$ cat config.mk
export PLATFORM = sky130hd
export DESIGN_NAME = carregador_programa
export DESIGN_NICKNAME = d
export VERILOG_FILES = /design/src/rtl/carregador_programa.sv
export SDC_FILE = /design/constraint.sdc
export NUM_CORES = 1
export LEC_CHECK = 0
export ABC_CLOCK_PERIOD_IN_PS = 1600
export CAP_MARGIN = 20
export CORE_ASPECT_RATIO = 1.2
export CORE_MARGIN = 1
export CORE_UTILIZATION = 42
export DETAILED_ROUTE_END_ITERATION = 6
export HOLD_SLACK_MARGIN = 0.08
export PLACE_DENSITY = 0.82
export RECOVER_POWER = 50
export SETUP_SLACK_MARGIN = 0.3
export SYNTH_ARGS = -nofsm -noshare
export SYNTH_HDL_FRONTEND = slang
export SYNTH_SLANG_ARGS = --single-unit
$ cat constraint.sdc
create_clock -name CLK -period 1.6 [get_ports CLK]
set_input_delay 0.32 -clock CLK [delete_from_list [all_inputs] [get_ports CLK]]
set_output_delay 0.32 -clock CLK [all_outputs]
set_load 0.1 [all_outputs]
$ cat src/rtl/carregador_programa.sv
// carregador_programa: program loader and run sequencer for the SAP-1 core.
// Streams bytes into the 16x8 program RAM from address 0, holds the CPU in
// reset while loading, then releases it into execution and tracks HLT so a
// new program can be loaded without a board-level reset.
//
// Handshake: a byte transfers on a rising CLK edge where byte_valid and
// byte_ready are both 1. byte_ready is decoded from the state alone (high
// only in LOAD), so it never depends on byte_valid; the producer may hold
// byte_valid/byte_data/byte_last steady until the transfer happens.
module carregador_programa #(
    parameter int ADDR_W   = 4,
    parameter int DATA_W   = 8,
    parameter int CLR_HOLD = 2
) (
    input  logic              CLK,
    input  logic              CLR,
    input  logic              start,
    input  logic              byte_valid,
    input  logic [DATA_W-1:0] byte_data,
    input  logic              byte_last,
    output logic              byte_ready,
    input  logic              cpu_halt,
    output logic [ADDR_W-1:0] ram_addr,
    output logic [DATA_W-1:0] ram_data,
    output logic              ram_we,
    output logic              run_prog,
    output logic              cpu_clr,
    output logic              busy,
    output logic              done,
    output logic [ADDR_W:0]   word_count,
    output logic [2:0]        state_dbg
);

    // Hold counter is wide enough for CLR_HOLD and never narrower than 1 bit.
    localparam int HOLD_W = (CLR_HOLD < 2) ? 1 : $clog2(CLR_HOLD + 1);
    localparam logic [HOLD_W-1:0] HOLD_INIT = HOLD_W'(CLR_HOLD);
    localparam logic [HOLD_W-1:0] HOLD_ONE  = HOLD_W'(1);
    localparam logic [ADDR_W-1:0] PTR_MAX   = {ADDR_W{1'b1}};

    typedef enum logic [2:0] {
        S_IDLE   = 3'd0,
        S_LOAD   = 3'd1,
        S_FLUSH  = 3'd2,
        S_RUN    = 3'd3,
        S_HALTED = 3'd4
    } state_t;

    state_t              state, state_nxt;
    logic [ADDR_W-1:0]   ptr, ptr_nxt;
    logic [HOLD_W-1:0]   hold_cnt, hold_cnt_nxt;
    logic [ADDR_W-1:0]   ram_addr_nxt;
    logic [DATA_W-1:0]   ram_data_nxt;
    logic                ram_we_nxt;
    logic                run_prog_nxt;
    logic                cpu_clr_nxt;
    logic                busy_nxt;
    logic                done_nxt;
    logic [ADDR_W:0]     word_count_nxt;
    logic                accept;
    logic                load_end;

    // The only unregistered output: ready follows the state directly.
    assign byte_ready = (state == S_LOAD);
    assign accept     = byte_ready && byte_valid;
    // The last slot (pointer at its maximum) ends the load even without byte_last,
    // so the pointer can never wrap onto address 0 within one load.
    assign load_end   = byte_last || (ptr == PTR_MAX);
    assign state_dbg  = state;

    // Next-state and next-output decode; every register holds unless changed.
    always_comb begin
        state_nxt      = state;
        ptr_nxt        = ptr;
        hold_cnt_nxt   = hold_cnt;
        ram_addr_nxt   = ram_addr;
        ram_data_nxt   = ram_data;
        ram_we_nxt     = 1'b0;
        run_prog_nxt   = run_prog;
        cpu_clr_nxt    = cpu_clr;
        busy_nxt       = busy;
        done_nxt       = done;
        word_count_nxt = word_count;

        case (state)
            S_IDLE: begin
                if (start) begin
                    state_nxt      = S_LOAD;
                    ptr_nxt        = '0;
                    word_count_nxt = '0;
                    busy_nxt       = 1'b1;
                end
            end

            S_LOAD: begin
                // start is deliberately ignored here: a reload cannot
                // restart a load that is already in progress.
                if (accept) begin
                    ram_addr_nxt   = ptr;
                    ram_data_nxt   = byte_data;
                    ram_we_nxt     = 1'b1;
                    word_count_nxt = word_count + 1'b1;
                    if (load_end) begin
                        state_nxt    = S_FLUSH;
                        hold_cnt_nxt = HOLD_INIT;
                    end else begin
                        ptr_nxt = ptr + 1'b1;
                    end
                end
            end

            S_FLUSH: begin
                // The final strobe drains on the first FLUSH edge (ram_we
                // defaults to 0); the CPU is released CLR_HOLD edges after
                // the last accept.
                if (hold_cnt <= HOLD_ONE) begin
                    hold_cnt_nxt = '0;
                    state_nxt    = S_RUN;
                    run_prog_nxt = 1'b1;
                    cpu_clr_nxt  = 1'b1;
                    busy_nxt     = 1'b0;
                end else begin
                    hold_cnt_nxt = hold_cnt - 1'b1;
                end
            end

            S_RUN: begin
                // Reload wins over halt when both arrive together.
                if (start) begin
                    state_nxt      = S_LOAD;
                    ptr_nxt        = '0;
                    word_count_nxt = '0;
                    run_prog_nxt   = 1'b0;
                    cpu_clr_nxt    = 1'b0;
                    done_nxt       = 1'b0;
                    busy_nxt       = 1'b1;
                end else if (cpu_halt) begin
                    state_nxt = S_HALTED;
                    done_nxt  = 1'b1;
                end
            end

            S_HALTED: begin
                // run_prog/cpu_clr keep their RUN values so the halted CPU
                // state stays observable until a reload.
                if (start) begin
                    state_nxt      = S_LOAD;
                    ptr_nxt        = '0;
                    word_count_nxt = '0;
                    run_prog_nxt   = 1'b0;
                    cpu_clr_nxt    = 1'b0;
                    done_nxt       = 1'b0;
                    busy_nxt       = 1'b1;
                end
            end

            default: begin
                state_nxt    = S_IDLE;
                run_prog_nxt = 1'b0;
                cpu_clr_nxt  = 1'b0;
                busy_nxt     = 1'b0;
                done_nxt     = 1'b0;
            end
        endcase
    end

    // State and registered outputs; CLR low clears everything at once,
    // including an in-flight write strobe.
    always_ff @(posedge CLK or negedge CLR) begin
        if (!CLR) begin
            state      <= S_IDLE;
            ptr        <= '0;
            hold_cnt   <= '0;
            ram_addr   <= '0;
            ram_data   <= '0;
            ram_we     <= 1'b0;
            run_prog   <= 1'b0;
            cpu_clr    <= 1'b0;
            busy       <= 1'b0;
            done       <= 1'b0;
            word_count <= '0;
        end else begin
            state      <= state_nxt;
            ptr        <= ptr_nxt;
            hold_cnt   <= hold_cnt_nxt;
            ram_addr   <= ram_addr_nxt;
            ram_data   <= ram_data_nxt;
            ram_we     <= ram_we_nxt;
            run_prog   <= run_prog_nxt;
            cpu_clr    <= cpu_clr_nxt;
            busy       <= busy_nxt;
            done       <= done_nxt;
            word_count <= word_count_nxt;
        end
    end

endmodule

# Yosys cells after proc, flatten, opt, wreduce, memory -nomap -nowiden
# Index checks and enable logic that the tools add are counted.
op_classes:
  n_addsub: 3
  magnitude_cmp: 1
  n_eq_ne: 14
  muxes: 29
  bitwise: 3
  n_reduce_logical: 18
op_table:
  columns: ["cell", "count"]
  rows:
  - ["two-way mux 3 bit", 6]
  - ["AND reduction 3 bit", 5]
  - ["two-way mux 4 bit", 3]
  - ["case mux 3 bit (4 select lines)", 1]
  - ["two-way mux 5 bit", 2]
  - ["inequality test 2 x 1 -> 1 bit (second input constant)", 5]
  - ["case mux 5 bit (2 select lines)", 1]
  - ["case mux 1 bit (3 select lines)", 3]
  - ["two-way mux 1 bit", 8]
  - ["case mux 4 bit (2 select lines)", 1]
  - ["== test 3 x 2 -> 1 bit (second input constant)", 2]
  - ["two-way mux 2 bit", 3]
  - ["inequality test 2 bit (second input constant)", 3]
  - ["OR reduction 2 bit", 3]
  - ["OR reduction 3 bit", 2]
  - ["adder 5 x 1 -> 5 bit (second input constant)", 1]
  - ["AND reduction 5 bit", 1]
  - ["adder 4 x 1 -> 4 bit (second input constant)", 1]
  - ["== test 4 bit (second input constant)", 1]
  - ["case mux 2 bit (2 select lines)", 1]
  - ["AND reduction 4 bit", 1]
  - ["nonzero test 2 bit", 2]
  - ["== test 3 x 1 -> 1 bit (second input constant)", 1]
  - ["== test 3 bit (second input constant)", 1]
  - ["other kinds (8)", 10]
totals:
  regBits: 30
  input_bits: 14
  out_inout_bits: 26
  elab_cells: 78

# Logic depth before layout (Yosys ltp)
logic_depth:
  depth_word: 5
  mapped_depth: 7
  depth_no_buf: 5

# Least setup slack after synthesis
# No wires, ideal clock.
synth_path:
  path_type: "reg-to-reg"
  startpoint: "register state[0] (netlist: state_dbg[0])"
  endpoint: "register ptr[1]"
  setup_ns: 0.079
  t_arrival_ns: 4.025
  required_ns: 1.521
  path_slack_ns: -2.505
  path_stages_with_launch: 5
  n_path_buf: 1
  period_less_slack_ns: 4.105
  path_cell_list: "dfrtp_1 > buf_2 > nor3b_1 > a21o_4 > mux2i_1"
synth_between:
  elab_chain_cells: 4
  elab_cells_between_ends: 12
  classes_between: "6 x eq/ne; 1 x mux; 5 x reduce/logical"
synth_rtl:
  columns: ["element", "line_no", "text"]
  rows:
  - ["from (decl)", "48", "state_t state, state_nxt;"]
  - ["from (signal assigned)", "182", "state <= state_nxt;"]
  - ["== test 3 x 1 -> 1 bit (*)", "63", "assign byte_ready = (state == S_LOAD);"]
  - ["net byte_ready", "21", "output logic byte_ready,"]
  - ["logical AND 1 bit", "64", "assign accept = byte_ready && byte_valid;"]
  - ["inequality test 2 x 1 -> 1 bit (no line)", null, null]
  - ["AND reduction 4 bit (no line)", null, null]
  - ["to (signal assigned)", "183", "ptr <= ptr_nxt;"]
  - ["to (decl)", "49", "logic [ADDR_W-1:0] ptr, ptr_nxt;"]
# Mark *: on every way through the listed nets, which the timed path passes. The rest lies on a longest branch.
# A chain may end at the register's enable or synchronous reset.

# Worst setup path after layout
layout_path:
  startpoint: "register state[1] (netlist: state_dbg[1])"
  endpoint: "output port byte_ready"
layout_between:
  elab_chain_cells: 1
layout_rtl:
  columns: ["element", "line_no"]
  rows:
  - ["== test 3 x 1 -> 1 bit", "63"]
  - ["to (decl)", "21"]
# No other way between the ends.

==> impl_metrics.tcl <==
set metrics [dict create \
    finalSetupViolations 15 \
    dp_hpwl_mm 2.56 \
    fp.dieW_um 55.2 \
    cp-end-kind "output port" \
    postCtsHoldBufs 0 \
    syn_area_per_cell_um2 9.50 \
    mostFrequentLayoutCells "nand2_1, buf_4, buf_12" \
    numCtsBuffers 5 \
    cpMaxStageDelayCell "dfrtp_4" \
    reg2reg_setup_slack_ns -0.18 \
    grt-ovfl-total 0 \
    dpl-instance-area_um2 2270 \
    clockBufferDepth 2 \
    die_h_um 65.8 \
    final_common_cell "nand2_1" \
    maxCapViolCount 0 \
    grt_pass1_wl_mm 7.42 \
    synthFlopType "dfrtp_1" \
    setup_ws_ns -0.231 \
    path_clk_slew_ns 0.10 \
    synth_top_area_cell "dfrtp_1" \
    syn-num-nets 166 \
    worstPathCellList "buf_6, nor3b_4, buf_12" \
    synth-edff-count 0 \
    io_pins 40 \
    final_core_util_pct 89.8 \
    netlist_area_um2 1430 \
    fin_crit_ns 1.83 \
    final_cells 277 \
    cts-root-buf "clkbuf_4" \
    hold_depth 3 \
    cp_max_fo 4 \
    gp_congestion 0.865 \
    outcome "complete, but fails checks" \
    yosysSeqAreaShare_pct 52.7 \
    portBuffers 39 \
    slew_headroom_pct 49.2 \
    fmax_ghz 0.546 \
    postRouteAntennaNets 0 \
    critical-path-max-stage-delay_ns 0.51 \
    clock-sinks 30 \
    ys_warn_count 0 \
    fin_crit_sh_pct 114 \
    r2r_end "ptr[2]" \
    worst_setup_path_start_kind "flop" \
    violations "negative setup slack" \
    place_ws_ns -0.411 \
    rr_startpoint "state_dbg[0]" \
    fillCellCount 135 \
    diodes 0 \
    critPathKind "flop to output port" \
    routedWlPerCell_um 22.4 \
    dp_cells 235 \
    grt_pass1_vias 1561 \
    fin_skew_ns 0.00619 \
    drive_gt1_share_pct 52.3 \
    grt_antenna_before_repair 0 \
    drt-pass1-iter-count 4 \
    synth.area.top_cells "dfrtp_1, nand2_1, o21ai_0, nor2_1, a21o_2" \
    ys_ff_latch 30 \
    worstMarginPinSlew_ns 0.762 \
    grt_start_max_net_pins 31 \
    cts_tree "yes" \
    grt.total_usage_pct 30.1 \
    dr_total_vias 1651 \
    holdCritPathClass "primary input to flop" \
    drv_slew 0 \
    rsz0062_at_grt "yes" \
    holdPathEnd "ram_data[3]" \
    syn_to_final_growth_pct 97.8 \
    wl_mm 6.20 \
    layout.nets 256 \
    drt_first_iter_violations 122 \
    postSynth.asyncResetShare_pct 100 \
    h-tree-depth 2 \
    syn_inst 150 \
    clk_latency_ns 0.37 \
    viasPerCell 5.96 \
    hold_start "byte_data[3]" \
    final_area_um2 2820 \
    netlist.area_leader.share_pct 52.7 \
    finalHoldViolCount 0 \
    ys_types 39 \
    core_um2 3140 \
    worstPathRequired_ns 1.28 \
    initial_core_util_pct 45.4 \
    die-area_um2 3630 \
    row_count 22 \
    r2r_cells 4 \
    drc 0 \
    cp.arrival_ns 1.51 \
]
-- Yosys cell counts (all sizes together), types with 2 or more instances --
master	n
nor2	10
a22oi	2
nand2	42
ha	2
buf	4
clkbuf	5
xnor2	2
a22o	2
a31o	2
a32o	2
and3	2
o21ai	9
nand4bb	2
inv	5
nor3	4
dfrtp	30
a31oi	3
a21o	4
nand3	4
-- flip-flops by register name, summed over array words and instances, names as in the netlist --
register / cells
word_count: 5
done: 1
state_dbg: 3
busy: 1
hold_cnt: 2
ram_addr: 4
ram_data: 8
ram_we: 1
ptr: 4
cpu_clr: 1
-- worst max-delay path: cells and delay by family (launching register included) --
family | cells | cell delay, ns
buffers and inverters | 2 | 0.35
DFF | 1 | 0.51
and+or+nand+nor | 1 | 0.27
-- metal layers --
metal  global-route usage (%)  wire [um]  share of wire [%]  vias up
met3                     8.28        408                6.6       35
li1                         -          -                  -      699
met1                     30.1       2090                 34      805
met5                        0          0                  0        -
met4                     21.3        367                5.9        0
met2                     51.2       3340                 54      112
-- area by class of cell --
class / instances / area (um^2) / area share (%)
clock buffer: 7 / 55.1 / 1.95
clock inverter: 1 / 5.00 / 0.178
inverter: 5 / 21.3 / 0.755
multi-input combinational: 106 / 772 / 27.4
sequential: 30 / 772 / 27.4
tap: 36 / 45.0 / 1.60
timing repair buffer: 92 / 1150 / 40.7
-- worst max-delay path by stage --
stage / startpoint / to / slack, ns / cells past startpoint
2_1_floorplan: state_dbg[2] / ptr[1] / -0.59 / 4
3_3_place_gp: start / ptr[2] / -0.38 / 5
3_5_place_dp: start / ptr[2] / -0.41 / 5
4_1_cts: state_dbg[1] / byte_ready / -0.17 / 3
5_1_grt: state_dbg[1] / byte_ready / -0.28 / 3
6_report: state_dbg[1] / byte_ready / -0.23 / 3
-- through the flow --
stage | setup TNS [ns] | hold slack [ns]
after floorplan | -2.82 | 0.0244
after global placement | -2.15 | 0.510
after detailed placement | -2.40 | 0.517
after CTS | -0.424 | 0.388
after global routing | -2.07 | 0.500
final | -0.939 | 0.495
-- what timing repair did --
action	in CTS	in global routing
buffers inserted	11	22
resized for setup	46	9
cloned	1	0
setup endpoints to repair	37	46
pin swaps	15	6
-- cell families (layout without fill, tap and decap cells) --
group / count (synthesis) / after routing / share of synthesized area (%)
AOI/OAI and AO/OA: 30 / 30 / 15.7
xor gates and xnor gates: 2 / 2 / 1.23
adders and majority gates: 2 / 2 / 1.76
buffers and inverters: 14 / 105 / 4.57
DFF: 30 / 30 / 52.7
muxes: 1 / 1 / 0.702
and+or+nand+nor: 71 / 71 / 23.4
Power is not shown: default switching activity piles up to over one toggle a cycle in this logic, so the estimate is an artifact.
==> edit 1, RTL diff (same flow settings) <==
Take the reset off `ram_data` and load it in a clocked block of its own.
--- a/src/rtl/carregador_programa.sv
+++ b/src/rtl/carregador_programa.sv
@@ -172,5 +172,4 @@
             hold_cnt   <= '0;
             ram_addr   <= '0;
-            ram_data   <= '0;
             ram_we     <= 1'b0;
             run_prog   <= 1'b0;
@@ -184,5 +183,4 @@
             hold_cnt   <= hold_cnt_nxt;
             ram_addr   <= ram_addr_nxt;
-            ram_data   <= ram_data_nxt;
             ram_we     <= ram_we_nxt;
             run_prog   <= run_prog_nxt;
@@ -194,4 +192,8 @@
     end
 
+    always_ff @(posedge CLK) begin
+        ram_data <= ram_data_nxt;
+    end
+
 endmodule
 
Function: changed (a bounded check fails within 4 cycles, from zero or initial values; the reset may be asserted at any time).
==> edit 1 against the original RTL <==
- the flow still finishes with violations (setup timing)
- sequential cell count is the same
- register-to-register slack lost 90 ps
- worst setup slack lost 41 ps
- area after synthesis shrank 0.97%
- design area shrank 5.0%
- critical path depth grew 3
- routed wire length shrank 27%
- critical endpoint is now ptr[2]$_DFFE_PN0P_
Power is not shown: default switching activity piles up to over one toggle a cycle in this logic, so the estimate is an artifact.
==> edit 1: results (changes against the original RTL) <==
| Metric | Value |
|---|---|
| Avg Synthesized Cell Area | `11.8 um^2 (+24%)` |
| Sequential cell area fraction in the yosys report | `56.0% (+3.4 points)` |
| Status | `finished with violations` |
| Later-pin clock latency in the skew report | `340 ps (-30 ps)` |
| Worst Reg-to-Reg Cells | `6 (+2)` |
| P&R area growth vs syn | `89.7%` |
| Failing checks | `setup timing` |
| PnR worst setup slack | `-271 ps (-40.7 ps)` |
| Net Count, Synth | `136 (-18%)` |
| # fillers | `150 (+11%)` |
| Critical path arrival | `2140 ps (+630 ps)` |
| Gpl congestion | `0.777 (-10%)` |
| Asr flop ratio synth | `73.3% (-27 points)` |
| Mux share of post-synthesis cell area | `3.99% (+3.3 points)` |
| Met2 Use GR | `44.9% (-6.3 points)` |
| Initial DRC count | `30 (-75%)` |
| Count of cell types in the netlist | `38 (-2.6%)` |
| Total wire length | `4510 um (-27%)` |
| Largest net degree at the start of global routing | `23 (-26%)` |
| Cells after DPL | `208 (-11%)` |
| Final setup fails | `23 (+8)` |
| Layout cells sized above 1 | `61.6% (+9.3 points)` |
| Final non-filler cell total | `234 (-16%)` |
| Placement Setup Slack | `-239 ps (+172 ps)` |
| First-pass GRT wire length | `6540 um (-12%)` |
[edit 1: cell count changes after synthesis, moves of 3 or more]
cell,delta
nor2_1,-4
dfrtp_1,-8
o21ai_0,+3
a21o_2,-3
mux2_2,+5
nand2_1,-35
edfxtp_1,+8
[edit 1: repair_timing]
item / in CTS / in global routing
hold buffers: 0 / 0
gates cloned: 0 / 0
gates resized for setup: 40 / 18
buffers inserted: 7 / 11
pin swaps: 13 / 6
setup endpoints to repair: 35 / 48
[edit 1: critical path: cells and delay by family, from the launching register on]
family	cells	cell delay (ps)
AND/OR/NAND/NOR	2	740
flip-flops	1	510
buffers and inverters	2	270
AO/OA/AOI/OAI	2	270
[edit 1: how the worst min path moves through the flow]
stage                                       start                         to  slack (ps)  cells after the start
after floorplan                               CLR           busy$_DFFE_PN0P_          20                      0
after global placement           done$_DFFE_PN0P_           done$_DFFE_PN0P_         550                      1
after detailed placement  ram_addr[0]$_DFFE_PN0P_    ram_addr[0]$_DFFE_PN0P_         570                      1
after CTS                                     CLR    ram_addr[1]$_DFFE_PN0P_         340                      2
after global routing                          CLR           ram_we$_DFF_PN0_         530                      2
final                                         CLR  word_count[2]$_DFFE_PN0P_         500                      2
[edit 1: cells by family after synthesis]
family                   Yosys count
AO/OA/AOI/OAI                     36
AND/OR/NAND/NOR                   33
flip-flops                        30
adder cells (fa/ha/maj)            2
buffers and inverters             14
multiplexers                       5
[edit 1: layout make-up]
| cell class | count | area share (%) |
|---|---|---|
| timing repair buffer | 78 | 37.3 |
| sequential | 30 | 30.4 |
| multi-input combinational | 76 | 26.5 |
| tap | 36 | 1.68 |
| clock inverter | 3 | 1.50 |
| clock buffer | 5 | 1.40 |
| inverter | 6 | 1.26 |
==> edit 2, RTL diff (same settings) <==
Without the edit above. Change the parameter `DATA_W` from 8 to 10.
--- a/src/rtl/carregador_programa.sv
+++ b/src/rtl/carregador_programa.sv
@@ -10,5 +10,5 @@
 module carregador_programa #(
     parameter int ADDR_W   = 4,
-    parameter int DATA_W   = 8,
+    parameter int DATA_W   = 10,
     parameter int CLR_HOLD = 2
 ) (
Ports: changed (resized byte_data and ram_data); port bits go from 40 to 44. The function was not compared with the original's and may differ.
==> edit 2 against the original RTL <==
- the run ends with DRC, setup timing left
- clock skew about the same
- synthesized cell count decreased by 13%
- routed wire length decreased by 22%
- sequential cell count increased by 2
- design area increased by 3.4%
- first-iteration DRC count decreased by 80%
- area after synthesis increased by 8.0%
- worst setup slack improved by 15 ps
- utilization decreased by 4.7 points
- worst hold slack improved by 85 ps
- critical path depth increased by 2
Power is not shown: default switching activity piles up to over one toggle a cycle in this logic, so the estimate is an artifact.
==> edit 2: results (changes against the original RTL) <==
| Metric | Value |
|---|---|
| Global-route usage over all layers | `24.4% (-5.7 points)` |
| Later-pin clock latency in the skew report | `290 ps (-80 ps)` |
| First-pass GRT wire length | `6920 um (-6.8%)` |
| Worst Path Max Fanout | `6 (+2)` |
| Largest registers | `ram_data (10), word_count (5)` |
| Main area contributors after synthesis | `dfrtp_1 (52%), mux2_2 (11%), o21ai_0 (3.9%)` |
| XOR/XNOR Fraction of Synth Area | `0% (-1.2 points)` |
| Vias per Instance | `5.67 (-4.9%)` |
| Port buffer count | `43 (+10%)` |
| Mux share of post-synthesis cell area | `11.0% (+10 points)` |
| Hold crit path type | `reg2reg` |
| PnR worst setup slack | `-215 ps (+15.5 ps)` |
| Crit path kind | `reg2reg` |
| Gpl congestion | `0.807 (-6.8%)` |
| Drt drc | `5 (+5)` |
| Initial DRT Pass Iterations | `6 (+2)` |
| Clk root buf | `clkbuf_8` |
| Status | `finished with violations` |
| Hold Path End | `done$_DFFE_PN0P_` |
| Final setup fails | `25 (+10)` |
| Total wire length | `4820 um (-22%)` |
| CP top delay family | `simple AND/OR/NAND/NOR gates` |
| Layout cells sized above 1 | `62.1% (+9.9 points)` |
| Clk_skew | `6.19 ps (-0.00209 ps)` |
| WHS | `581 ps (+85.2 ps)` |
| CTS clock-pin slew for the worst setup and hold paths | `70 ps (-30 ps)` |
| Failing checks | `DRC, setup timing` |
| Adder-Cell Fraction of Synth Area | `1.63% (-0.13 points)` |
| Final net count | `231 (-9.8%)` |
| Reg2reg start | `state_dbg[1]$_DFFE_PN0P_` |
| Net Count, Synth | `149 (-10%)` |
edit 2: worst max path at each step:
stage	depth (start not counted)	to	slack, ps
after floorplan	3	byte_ready	-270
after global placement	6	word_count[3]$_DFFE_PN0P_	-220
after detailed placement	6	word_count[4]$_DFFE_PN0P_	-290
after CTS	3	byte_ready	-170
after global routing	5	ptr[3]$_DFFE_PN0P_	-240
final	5	ptr[3]$_DFFE_PN0P_	-220
edit 2: metrics by stage:
stage | setup TNS [ps] | instances | worst slack [ps]
finish | -2720 | 251 | -215
global route | -3620 | 251 | -242
CTS | -1310 | 240 | -166
detailed placement | -4910 | 225 | -292
global placement | -4020 | 225 | -217
floorplan | -2140 | 131 | -269
edit 2: cells by family (layout without fill, tap and decap cells):
| logic type | after synthesis | count (layout) |
|---|---|---|
| compound gates | 37 | 37 |
| flops | 32 | 32 |
| simple gates | 30 | 30 |
| mux | 15 | 15 |
| buf+inv | 15 | 98 |
| fa+ha+maj | 2 | 2 |
edit 2: final cells by class:
type	instances	area, um^2
clock buffer	6	82.6
clock inverter	2	10.0
fill	154	509
inverter	6	26.3
multi-input combinational	84	835
sequential	32	822
tap	37	46.3
timing repair buffer	84	1090
edit 2: worst reg2reg max path: stages (launching register included):
cell and delay [ps]:
dfrtp_4 480, buf_4 180, and4bb_4 360, o32ai_4 100, or3_4 420, o22ai_2 180
edit 2: layer usage:
metal	vias up	global-route usage (%)	wire, um
li1	652	-	-
met1	702	25.8	1750
met2	50	45.3	2680
met3	19	4.35	206
met4	0	15.2	184
met5	-	0	0
edit 2: what timing repair did:
item / CTS / global route
gates cloned: 1 / 0
pin swaps: 9 / 7
gates resized for setup: 31 / 16
setup endpoints to repair: 36 / 37
buffers inserted: 6 / 11
